[src/rtl/vga_defines.sv]
// rtl/vga_defines.sv - shared VGA timing bus layout and game geometry macros.
`ifndef VGA_DEFINES_SV
`define VGA_DEFINES_SV

`define GAME_WIDTH       800
`define GAME_HEIGHT      600

`define VGA_BUS_SIZE     38

`define VGA_HCOUNT_W     11
`define VGA_VCOUNT_W     11
`define VGA_RGB_W        12

`define VGA_HCOUNT_RANGE 37:27
`define VGA_VCOUNT_RANGE 26:16
`define VGA_HSYNC_BIT    15
`define VGA_VSYNC_BIT    14
`define VGA_HBLNK_BIT    13
`define VGA_VBLNK_BIT    12
`define VGA_RGB_RANGE    11:0

`endif

[src/rtl/vga_timing_pkg.sv]
// rtl/vga_timing_pkg.sv - counter widths and window helper for the VGA timing generator.
`include "vga_defines.sv"

package vga_timing_pkg;

  localparam int CNT_W = `VGA_HCOUNT_W;
  localparam int RGB_W = `VGA_RGB_W;

  // Half-open window [lo, hi) used for both sync pulses.
  function automatic logic in_window(input logic [CNT_W-1:0] cnt,
                                     input logic [CNT_W-1:0] lo,
                                     input logic [CNT_W-1:0] hi);
    return (cnt >= lo) && (cnt < hi);
  endfunction

endpackage

[src/rtl/vga_timing.sv]
// rtl/vga_timing.sv - VGA pixel/line counters with registered sync, blank and rgb on a packed bus.
`include "vga_defines.sv"

module vga_timing
  import vga_timing_pkg::*;
#(
  parameter int               H_VISIBLE = `GAME_WIDTH,
  parameter int               H_FRONT   = 40,
  parameter int               H_SYNC    = 128,
  parameter int               H_BACK    = 88,
  parameter int               V_VISIBLE = `GAME_HEIGHT,
  parameter int               V_FRONT   = 1,
  parameter int               V_SYNC    = 4,
  parameter int               V_BACK    = 23,
  parameter logic [RGB_W-1:0] BG_COLOUR = 12'h000
) (
  input  logic                     clk,
  input  logic                     rst,
  input  logic                     en,
  output logic [`VGA_BUS_SIZE-1:0] vga_bus_out,
  output logic                     frame_tick
);

  localparam int H_TOTAL = H_VISIBLE + H_FRONT + H_SYNC + H_BACK;
  localparam int V_TOTAL = V_VISIBLE + V_FRONT + V_SYNC + V_BACK;

  localparam logic [CNT_W-1:0] H_LAST     = CNT_W'(H_TOTAL - 1);
  localparam logic [CNT_W-1:0] H_BLANK_AT = CNT_W'(H_VISIBLE);
  localparam logic [CNT_W-1:0] H_SYNC_ON  = CNT_W'(H_VISIBLE + H_FRONT);
  localparam logic [CNT_W-1:0] H_SYNC_OFF = CNT_W'(H_VISIBLE + H_FRONT + H_SYNC);
  localparam logic [CNT_W-1:0] V_LAST     = CNT_W'(V_TOTAL - 1);
  localparam logic [CNT_W-1:0] V_BLANK_AT = CNT_W'(V_VISIBLE);
  localparam logic [CNT_W-1:0] V_SYNC_ON  = CNT_W'(V_VISIBLE + V_FRONT);
  localparam logic [CNT_W-1:0] V_SYNC_OFF = CNT_W'(V_VISIBLE + V_FRONT + V_SYNC);

  logic [CNT_W-1:0] hcount_q, hcount_d;
  logic [CNT_W-1:0] vcount_q, vcount_d;
  logic             hsync_q, hsync_d;
  logic             vsync_q, vsync_d;
  logic             hblnk_q, hblnk_d;
  logic             vblnk_q, vblnk_d;
  logic [RGB_W-1:0] rgb_q, rgb_d;
  logic             frame_tick_q, frame_tick_d;

  // Flags are derived from the next counts so every bus field lines up in the same cycle.
  always_comb begin
    hcount_d     = hcount_q;
    vcount_d     = vcount_q;
    hsync_d      = hsync_q;
    vsync_d      = vsync_q;
    hblnk_d      = hblnk_q;
    vblnk_d      = vblnk_q;
    rgb_d        = rgb_q;
    frame_tick_d = 1'b0;
    if (en) begin
      if (hcount_q == H_LAST) begin
        hcount_d = '0;
        vcount_d = (vcount_q == V_LAST) ? '0 : vcount_q + 1'b1;
      end else begin
        hcount_d = hcount_q + 1'b1;
      end
      hblnk_d      = (hcount_d >= H_BLANK_AT);
      vblnk_d      = (vcount_d >= V_BLANK_AT);
      hsync_d      = in_window(hcount_d, H_SYNC_ON, H_SYNC_OFF);
      vsync_d      = in_window(vcount_d, V_SYNC_ON, V_SYNC_OFF);
      rgb_d        = (!hblnk_d && !vblnk_d) ? BG_COLOUR : '0;
      frame_tick_d = (hcount_d == '0) && (vcount_d == '0);
    end
  end

  always_ff @(posedge clk or negedge rst) begin
    if (!rst) begin
      hcount_q     <= '0;
      vcount_q     <= '0;
      hsync_q      <= 1'b0;
      vsync_q      <= 1'b0;
      hblnk_q      <= 1'b0;
      vblnk_q      <= 1'b0;
      rgb_q        <= BG_COLOUR;
      frame_tick_q <= 1'b0;
    end else begin
      hcount_q     <= hcount_d;
      vcount_q     <= vcount_d;
      hsync_q      <= hsync_d;
      vsync_q      <= vsync_d;
      hblnk_q      <= hblnk_d;
      vblnk_q      <= vblnk_d;
      rgb_q        <= rgb_d;
      frame_tick_q <= frame_tick_d;
    end
  end

  always_comb begin
    vga_bus_out                    = '0;
    vga_bus_out[`VGA_HCOUNT_RANGE] = hcount_q;
    vga_bus_out[`VGA_VCOUNT_RANGE] = vcount_q;
    vga_bus_out[`VGA_HSYNC_BIT]    = hsync_q;
    vga_bus_out[`VGA_VSYNC_BIT]    = vsync_q;
    vga_bus_out[`VGA_HBLNK_BIT]    = hblnk_q;
    vga_bus_out[`VGA_VBLNK_BIT]    = vblnk_q;
    vga_bus_out[`VGA_RGB_RANGE]    = rgb_q;
  end

  assign frame_tick = frame_tick_q;

endmodule

[config.mk]
export PLATFORM = sky130hd
export DESIGN_NAME = vga_timing
export DESIGN_NICKNAME = d
export VERILOG_FILES = /design/src/rtl/vga_timing_pkg.sv /design/src/rtl/vga_timing.sv
export VERILOG_INCLUDE_DIRS = /design/src /design/src/rtl
export SDC_FILE = /design/constraint.sdc
export NUM_CORES = 1
export LEC_CHECK = 0
export CORE_ASPECT_RATIO = 0.5
export CORE_MARGIN = 3
export CORE_UTILIZATION = 38
export DETAILED_ROUTE_END_ITERATION = 8
export GPL_TIMING_DRIVEN = 0
export MAX_ROUTING_LAYER = met4
export SYNTH_ARGS = -nofsm -noshare
export SYNTH_HDL_FRONTEND = slang
export SYNTH_SLANG_ARGS = --single-unit
[constraint.sdc]
create_clock -name clk -period 2.2 [get_ports clk]
set_input_delay 0.55 -clock clk [delete_from_list [all_inputs] [get_ports clk]]
set_output_delay 0.55 -clock clk [all_outputs]
set_load 0.05 [all_outputs]
== After elaboration in Yosys (flattened, before gate mapping) ==
Index checks and enable logic that the tools add are counted.

* Register bits: 27
* Bits of input ports: 3

* Reduce and logical (&&, ||, !) cells: 5
* Add/sub/neg operators: 2
* Muxes and demuxes: 6
* $lt $le $gt $ge: 6
* Equality and inequality tests: 2

{| class="wikitable"
|+ Operators with widths
! operator !! count
|-
| 11-bit 2-to-1 mux || 5
|-
| 11-bit by 10-bit greater-or-equal comparator with 1-bit output (second input constant) || 4
|-
| 11-bit by 1-bit adder with 11-bit output (second input constant) || 2
|-
| 11-bit zero test || 2
|-
| 11-bit by 10-bit less-than comparator with 1-bit output (second input constant) || 2
|-
| 11-bit by 10-bit equality test with 1-bit output (second input constant) || 1
|-
| 11-bit equality test (second input constant) || 1
|-
| 1-bit logical AND || 3
|-
| 1-bit 2-to-1 mux || 1
|}

== Logic depth before layout (Yosys ltp) ==
Gate-level depths: netlist of the first run.

* Word-level depth: 7
* Gate-level depth with buffers: 10

== Worst setup path before layout of the first run ==
No wires, ideal clock.

* Path type: register -> register
* From: register vcount_q[1]
* To: register frame_tick_q, in the netlist frame_tick
* Required time: 2.104 ns
* Period minus slack after synthesis: 2.566 ns
* Cell stages (with the launch flop): 9
* Setup time: 0.096 ns
* Buffers on the path: 1
* Data arrival time: 2.471 ns
* Slack: -0.366 ns
* Cells stage by stage: dfrtp_1 ha_1 buf_2 nor2b_1 nand4_1 nand2_1 nand4_2 a2111o_1 nor4_2

* Cells in the longest elaborated chain, start to end: 7

{| class="wikitable"
|+ Ends and longest elaborated chain
! item !! line !! RTL
|-
| start: declaration || vga_timing.sv:37 || <nowiki>logic [CNT_W-1:0] vcount_q, vcount_d;</nowiki>
|-
| start signal: assignment || vga_timing.sv:83 || <nowiki>vcount_q <= vcount_d;</nowiki>
|-
| 11-bit by 1-bit adder with 11-bit output / 11-bit by 10-bit equality test with 1-bit output (equally long branches) || vga_timing.sv:58 || <nowiki>vcount_d = (vcount_q == V_LAST) ? '0 : vcount_q + 1'b1;</nowiki>
|-
| 11-bit 2-to-1 mux || vga_timing.sv:58 ||
|-
| 11-bit 2-to-1 mux * || vga_timing.sv:56 || <nowiki>if (hcount_q == H_LAST) begin</nowiki>
|-
| 11-bit 2-to-1 mux * || vga_timing.sv:55 || <nowiki>if (en) begin</nowiki>
|-
| 11-bit zero test * || vga_timing.sv:67 || <nowiki>frame_tick_d = (hcount_d == '0) && (vcount_d == '0);</nowiki>
|-
| 1-bit logical AND * || vga_timing.sv:67 ||
|-
| 1-bit 2-to-1 mux * || vga_timing.sv:55 ||
|-
| via frame_tick_d || vga_timing.sv:43 || <nowiki>logic frame_tick_q, frame_tick_d;</nowiki>
|-
| end signal: assignment || vga_timing.sv:89 || <nowiki>frame_tick_q <= frame_tick_d;</nowiki>
|-
| end: declaration || vga_timing.sv:43 ||
|}

The timed path passes the listed nets; every way through them passes the cells marked *. The select of a mux whose other input is x is not followed.
A chain may end at the register's enable or synchronous reset.

== Worst setup path after layout of the first run ==
* From: register vcount_q[9]
* To: register frame_tick_q, in the netlist frame_tick

The elaborated chain is that of the path after synthesis.

==> impl_metrics.ini, run 1 <==
[sta]
finalSetupViolCount = 2
fmax_mhz = 447
rsz0062_at_grt = yes
worst_slew_pin_slew_ns = 0.653
drv_slew = 0
skew_ns = 0.00524
min_period_ns = 2.24
fin_ws_ns = -0.0367
max-slew-margin-rel_pct = 56.4
final_hold_viol_count = 0
post-route-period-util_pct = 102

[floorplanning]
start_util_pct = 42.2
die_h_um = 60.1
ios = 42
die_area_mm2 = 0.00686
die_x_um = 114
core_mm2 = 0.00527
fp-row-count = 18

[cells_and_area]
area_delta_synth_final_pct = 39.8
fin_cells = 394
final_util_pct = 59.0
nNetsFinal = 331
fillers = 483
antenna_cells = 0
drive_gt1_share_pct = 32.1

[drt]
post_drt_wl_per_cell_um = 16.2
drt_iter0_drc = 129
first_pass_iters = 4
vias = 2176
ant_nets = 0
vias_per_cell = 5.52
wirelength_mm = 6.40
drc = 0

[run_status]
violations = negative setup slack
status = finished, violations left

[worst_setup_path]
crit_top_cell = buf_4
required_ns = 2.37
crit_arrival_ns = 2.40
reg2regPathDepth = 8
slowest_stage = dfrtp_1
critPathCaptureType = flop
crit_start = vcount_q[9]
start_kind = flop
cp_slowest_stage_delay_ns = 0.51
criticalPathCategory = reg -> reg
critical_path.cell_chain = nor3b_4 > nand4_1 > buf_4 > buf_4 > o21ai_0 > a31oi_4 > or2b_1 > nor4_2
critical_path.max_fanout = 6
reg2reg_from = vcount_q[9]

[clocking]
h-tree-depth = 1
cts_tree = yes
cts_max_path_buffers = 2
hold_buffers = 0
clockRootBuffer = clkbuf_16
cts_made_buffers = 3
clk_latency_ns = 0.27
cts_sinks = 27
clk_pin_slew_ns = 0.07

[logic_synthesis]
yosysTopAreaCell = dfrtp_1
synth_common_cells = 27 x dfrtp_1, 22 x nand2_1, 19 x buf_4, 18 x nor2_1, 16 x o21ai_0
synth_edf_count = 0
synth_top_area_share_pct = 30.4
ys_types = 57
synthTopCellsByArea = dfrtp_1 30%, buf_4 6.4%, xnor2_1 4.3%
syn_inst = 258
yosys_warnings = 0
synth.most_common_cell = dfrtp_1
synth_area_per_cell_um2 = 8.61
netlist_area_mm2 = 0.00222
synthFlopType = dfrtp_1
synth_seq_area_share_pct = 30.4
ys_async_sr_fraction_pct = 100
ys_seq_elements = 27

[job]
maxCapViolations = 0

[placed_design]
dp_cells = 368
dpl.hpwl_mm = 4.29
gp_congestion = 0.919
placement.io_buffers = 29

[global_route]
globalRouteTotalUtil_pct = 20.0
grt_pass1_wl_mm = 10.5
overflow = 0
grt_start_max_net_pins = 28
first_global_vias = 2059
antenna_found_initial = 0

[worst_hold_path]
hold_class = in -> async

[pwr]
peakVddDrop_v = 0.000571
p_leak_uw = 0.00127
power.density_mw_per_mm2 = 901
[critical path: cells and delay by family, from the launching register on]
family | cells | cell delay [ns]
compound gates | 2 | 0.29
flops | 1 | 0.51
buf+inv | 2 | 0.30
simple gates | 4 | 1.03
[state kept, by name (all words and copies together) (netlist names)]
signal,flops
vsync_q,1
vblnk_q,1
hsync_q,1
frame_tick,1
hblnk_q,1
hcount_q,11
vcount_q,11
[kinds of logic after synthesis]
kind of cell	count (synthesis)	share of synthesized area, %
xor gates and xnor gates	16	6.31
and+or+nand+nor	100	25.6
AOI/OAI and AO/OA	63	19.7
buffers and inverters	44	14.3
adders and majority gates	3	1.69
other	1	0.169
muxes	4	1.86
DFF	27	30.4
[layout make-up]
| cell class | instances | area, um2 | area share [%] |
|---|---|---|---|
| flip-flops and latches | 27 | 689 | 22.2 |
| clock inverters | 1 | 5.00 | 0.161 |
| inverters | 7 | 26.3 | 0.846 |
| multi-input cells | 198 | 1460 | 46.8 |
| clock buffers | 3 | 75.1 | 2.42 |
| well taps | 70 | 87.6 | 2.82 |
| repair buffers | 57 | 513 | 16.5 |
| plain buffers | 31 | 255 | 8.22 |
[where the power goes]
group          switching (uW)  internal [uW]
sequential                153            602
combinational             926            682
clock                     190            246
[path summary, 6_finish.rpt]
| path | end | slack, ns |
|---|---|---|
| max | frame_tick | -0.04 |
| min | vcount_q[8] | 0.31 |
| max reg2reg | frame_tick | -0.04 |
| min reg2reg | hsync_q | 0.49 |
| max in group asynchronous | hcount_q[5] | 1.43 |
| min in group clk | hsync_q | 0.49 |
[metrics by stage]
| stage | power, uW | hold slack, ns | TNS (ns) | worst slack [ns] | area, um2 |
|---|---|---|---|---|---|
| floorplan | 1710 | 0.254 | -0.106 | -0.0899 | 2330 |
| global placement | 2070 | 0.475 | -0.616 | -0.196 | 2710 |
| detailed placement | 2080 | 0.483 | -1.07 | -0.225 | 2710 |
| global route | 2960 | 0.367 | -0.459 | -0.176 | 3110 |
| finish | 2800 | 0.307 | -0.0465 | -0.0367 | 3110 |
| CTS | 2660 | 0.503 | 0 | 0.00163 | 2950 |
[layout by cell type, fill, tap and decap left out, types with 4 or more instances in the layout]
cell type	n
nand2_1	21
o21ai_0	15
conb_1	12
dlymetal6s2s_1	4
inv_1	6
dfrtp_1	16
xor2_1	5
nor2_1	15
nand3_1	12
and4_1	4
and3_1	5
a21oi_1	8
dfrtp_2	11
and3_4	4
and2_1	5
nand4_1	7
clkdlybuf4s50_1	24
buf_6	9
buf_4	44
xnor2_1	9
[metal layers]
metal	track usage (%)	routed length (um)	share of wire, %	up-vias
met5	-	0	0	-
met4	4.23	37	0.58	0
met3	3.34	422	6.6	2
met2	31.9	2990	47	74
met1	27.1	2960	46	1050
li1	-	-	-	1050
[repair_timing]
action / 4_1_cts / 5_1_grt
setup endpoints to repair: 4 / 10
buffers inserted: 17 / 11
pin swaps: 7 / 8
gates resized for setup: 17 / 24
(Power assumes the default switching activity.)
==> inputs of run 2 (changes only) <==
--- a/config.mk
+++ b/config.mk
@@ -6,12 +6,14 @@
 export SDC_FILE = /design/constraint.sdc
 export NUM_CORES = 1
 export LEC_CHECK = 0
+export CAP_MARGIN = 5
 export CORE_ASPECT_RATIO = 0.5
 export CORE_MARGIN = 3
 export CORE_UTILIZATION = 38
 export DETAILED_ROUTE_END_ITERATION = 8
 export GPL_TIMING_DRIVEN = 0
 export MAX_ROUTING_LAYER = met4
+export REMOVE_ABC_BUFFERS = 1
 export SYNTH_ARGS = -nofsm -noshare
 export SYNTH_HDL_FRONTEND = slang
 export SYNTH_SLANG_ARGS = --single-unit
==> run 2 against run 1 <==
The run still ends with negative setup slack left. Design area fell by 9.4%. Global-route usage is 1.4 points lower. Register-to-register slack about the same. Sequential cell count stayed put. Non-clock buffer count decreased by 29. Die area unchanged. Wire length is 5.0% lower. Combinational power down 9%. Via count shrank 4.9%. Clock-buffer cell count unchanged. Fmax grew 0.41%. Highest routed layer unchanged.
==> impl_metrics.ini, run 2 (synthesized netlist as in run 1, its figures left out) <==
[clocking]
h-tree-depth = 1
cts_made_buffers = 3
cts_tree = yes
cts_sinks = 27
clk_pin_slew_ns = 0.07
clk_latency_ns = 0.27
cts_max_path_buffers = 2
clockRootBuffer = clkbuf_16

[drt]
vias = 2069
drc = 0
post_drt_wl_per_cell_um = 16.6
vias_per_cell = 5.65
first_pass_iters = 4
wirelength_mm = 6.08
drt_iter0_drc = 80
ant_nets = 0

[sta]
min_period_ns = 2.23
fin_ws_ns = -0.0276
fmax_mhz = 449
hold_slack_ns = 0.300
skew_ns = 0.00433
max-slew-margin-rel_pct = 57.4
post-route-period-util_pct = 101
finalSetupViolCount = 1
drv_slew = 0
rsz0062_at_grt = yes
worst_slew_pin_slew_ns = 0.639
final_hold_viol_count = 0

[placed_design]
gp_congestion = 0.847
dpl.hpwl_mm = 3.65
pre_cts_ws_ns = -0.839
placement.io_buffers = 29
dp_cells = 331

[cells_and_area]
drive_gt1_share_pct = 25.0
final_util_pct = 53.4
antenna_cells = 0
nNetsFinal = 303
largestRegisters = hcount_q: 11 flops, vcount_q: 11 flops
fin_cells = 366
mostFrequentLayoutCell = buf_4
area_delta_synth_final_pct = 26.7
final_cell_mix = 30 x buf_4, 22 x nand2_1, 20 x dfrtp_1

[floorplanning]
die_x_um = 114
fp-row-count = 18
die_area_mm2 = 0.00686
core_mm2 = 0.00527
ios = 42
start_util_pct = 42.2
die_h_um = 60.1

[pwr]
power.density_mw_per_mm2 = 951
p_leak_uw = 0.00121
peakVddDrop_v = 0.000611

[worst_setup_path]
critPathCaptureType = flop
critical_path.max_fanout = 9
crit_start = vcount_q[1]
crit_arrival_ns = 2.40
required_ns = 2.37
criticalPathCategory = reg -> reg
reg2regPathDepth = 8
start_kind = flop
critPathCapture = frame_tick
reg2reg_from = vcount_q[1]
rr_endpoint = frame_tick
ff2ff_setup_slack_ns = -0.03

[global_route]
grt_pass1_wl_mm = 9.82
globalRouteTotalUtil_pct = 18.7
overflow = 0
first_global_vias = 1969
grt_start_max_net_pins = 31
antenna_found_initial = 0

[worst_hold_path]
hold_class = in -> async

[run_status]
violations = negative setup slack
status = finished, violations left

[job]
maxCapViolations = 0
## run 2: changes by cell type in the layout (fill, tap and decap cells not counted), sizes merged
cell           before  now
dlymetal6s2s        4    7
buf                55   31
and4                5    6
dlygate4sd2         0    7
clkdlybuf4s15       0    1
clkbuf              8    3
clkdlybuf4s50      24   13
## run 2: cell type report
class | instances | area (um2)
Fill cell | 481 | 2450
Multi-Input combinational cell | 199 | 1420
Clock inverter | 1 | 5.00
Inverter | 7 | 26.3
Tap cell | 70 | 87.6
Timing Repair Buffer | 59 | 520
Sequential cell | 27 | 684
Clock buffer | 3 | 75.1
## run 2: power by group
part           switching [uW]  total [uW]  internal (uW)
logic                     883        1470            589
clock network             182         428            246
registers                 182         778            596
total                    1250        2680           1430
## run 2: through the flow
step           power [uW]  area (um2)  TNS (ns)
5_1_grt              2830        2820    -0.383
3_5_place_dp         1960        2350     -8.06
3_3_place_gp         1940        2350     -8.05
2_1_floorplan        1600        1970     -3.29
4_1_cts              2600        2710         0
6_report             2680        2820   -0.0276
## run 2: worst min-delay path by stage
stage	cells past startpoint	end	slack [ns]	startpoint
2_1_floorplan	0	frame_tick	0.25	rst
3_3_place_gp	1	hsync_q	0.47	hsync_q
3_5_place_dp	1	hsync_q	0.47	hsync_q
4_1_cts	1	hsync_q	0.49	hsync_q
5_1_grt	1	hcount_q[2]	0.35	rst
6_report	1	hcount_q[2]	0.30	rst
## run 2: per-layer routing
| metal | GRT usage, % | wire [um] | up-vias |
|---|---|---|---|
| met2 | 31.3 | 2920 | 64 |
| li1 | - | - | 985 |
| met4 | 4.06 | 55 | 0 |
| met1 | 24.0 | 2790 | 1012 |
| met5 | - | 0 | - |
| met3 | 3.24 | 315 | 8 |
## run 2: critical path, cell delays in order (launching register included)
cell and delay, ns:
dfrtp_2 0.45, ha_4 0.20, nor2b_4 0.19, nand4_1 0.19, buf_4 0.21, o21ai_1 0.13, a31oi_2 0.19, or2b_1 0.29
nor4_2 0.28
## run 2: timing repair
action                     in CTS  in global routing
buffers inserted               26                  4
gates resized for setup        34                 23
setup endpoints to repair      26                 10
hold buffers                    0                  0
pin swaps                       3                  8
gates cloned                    1                  0
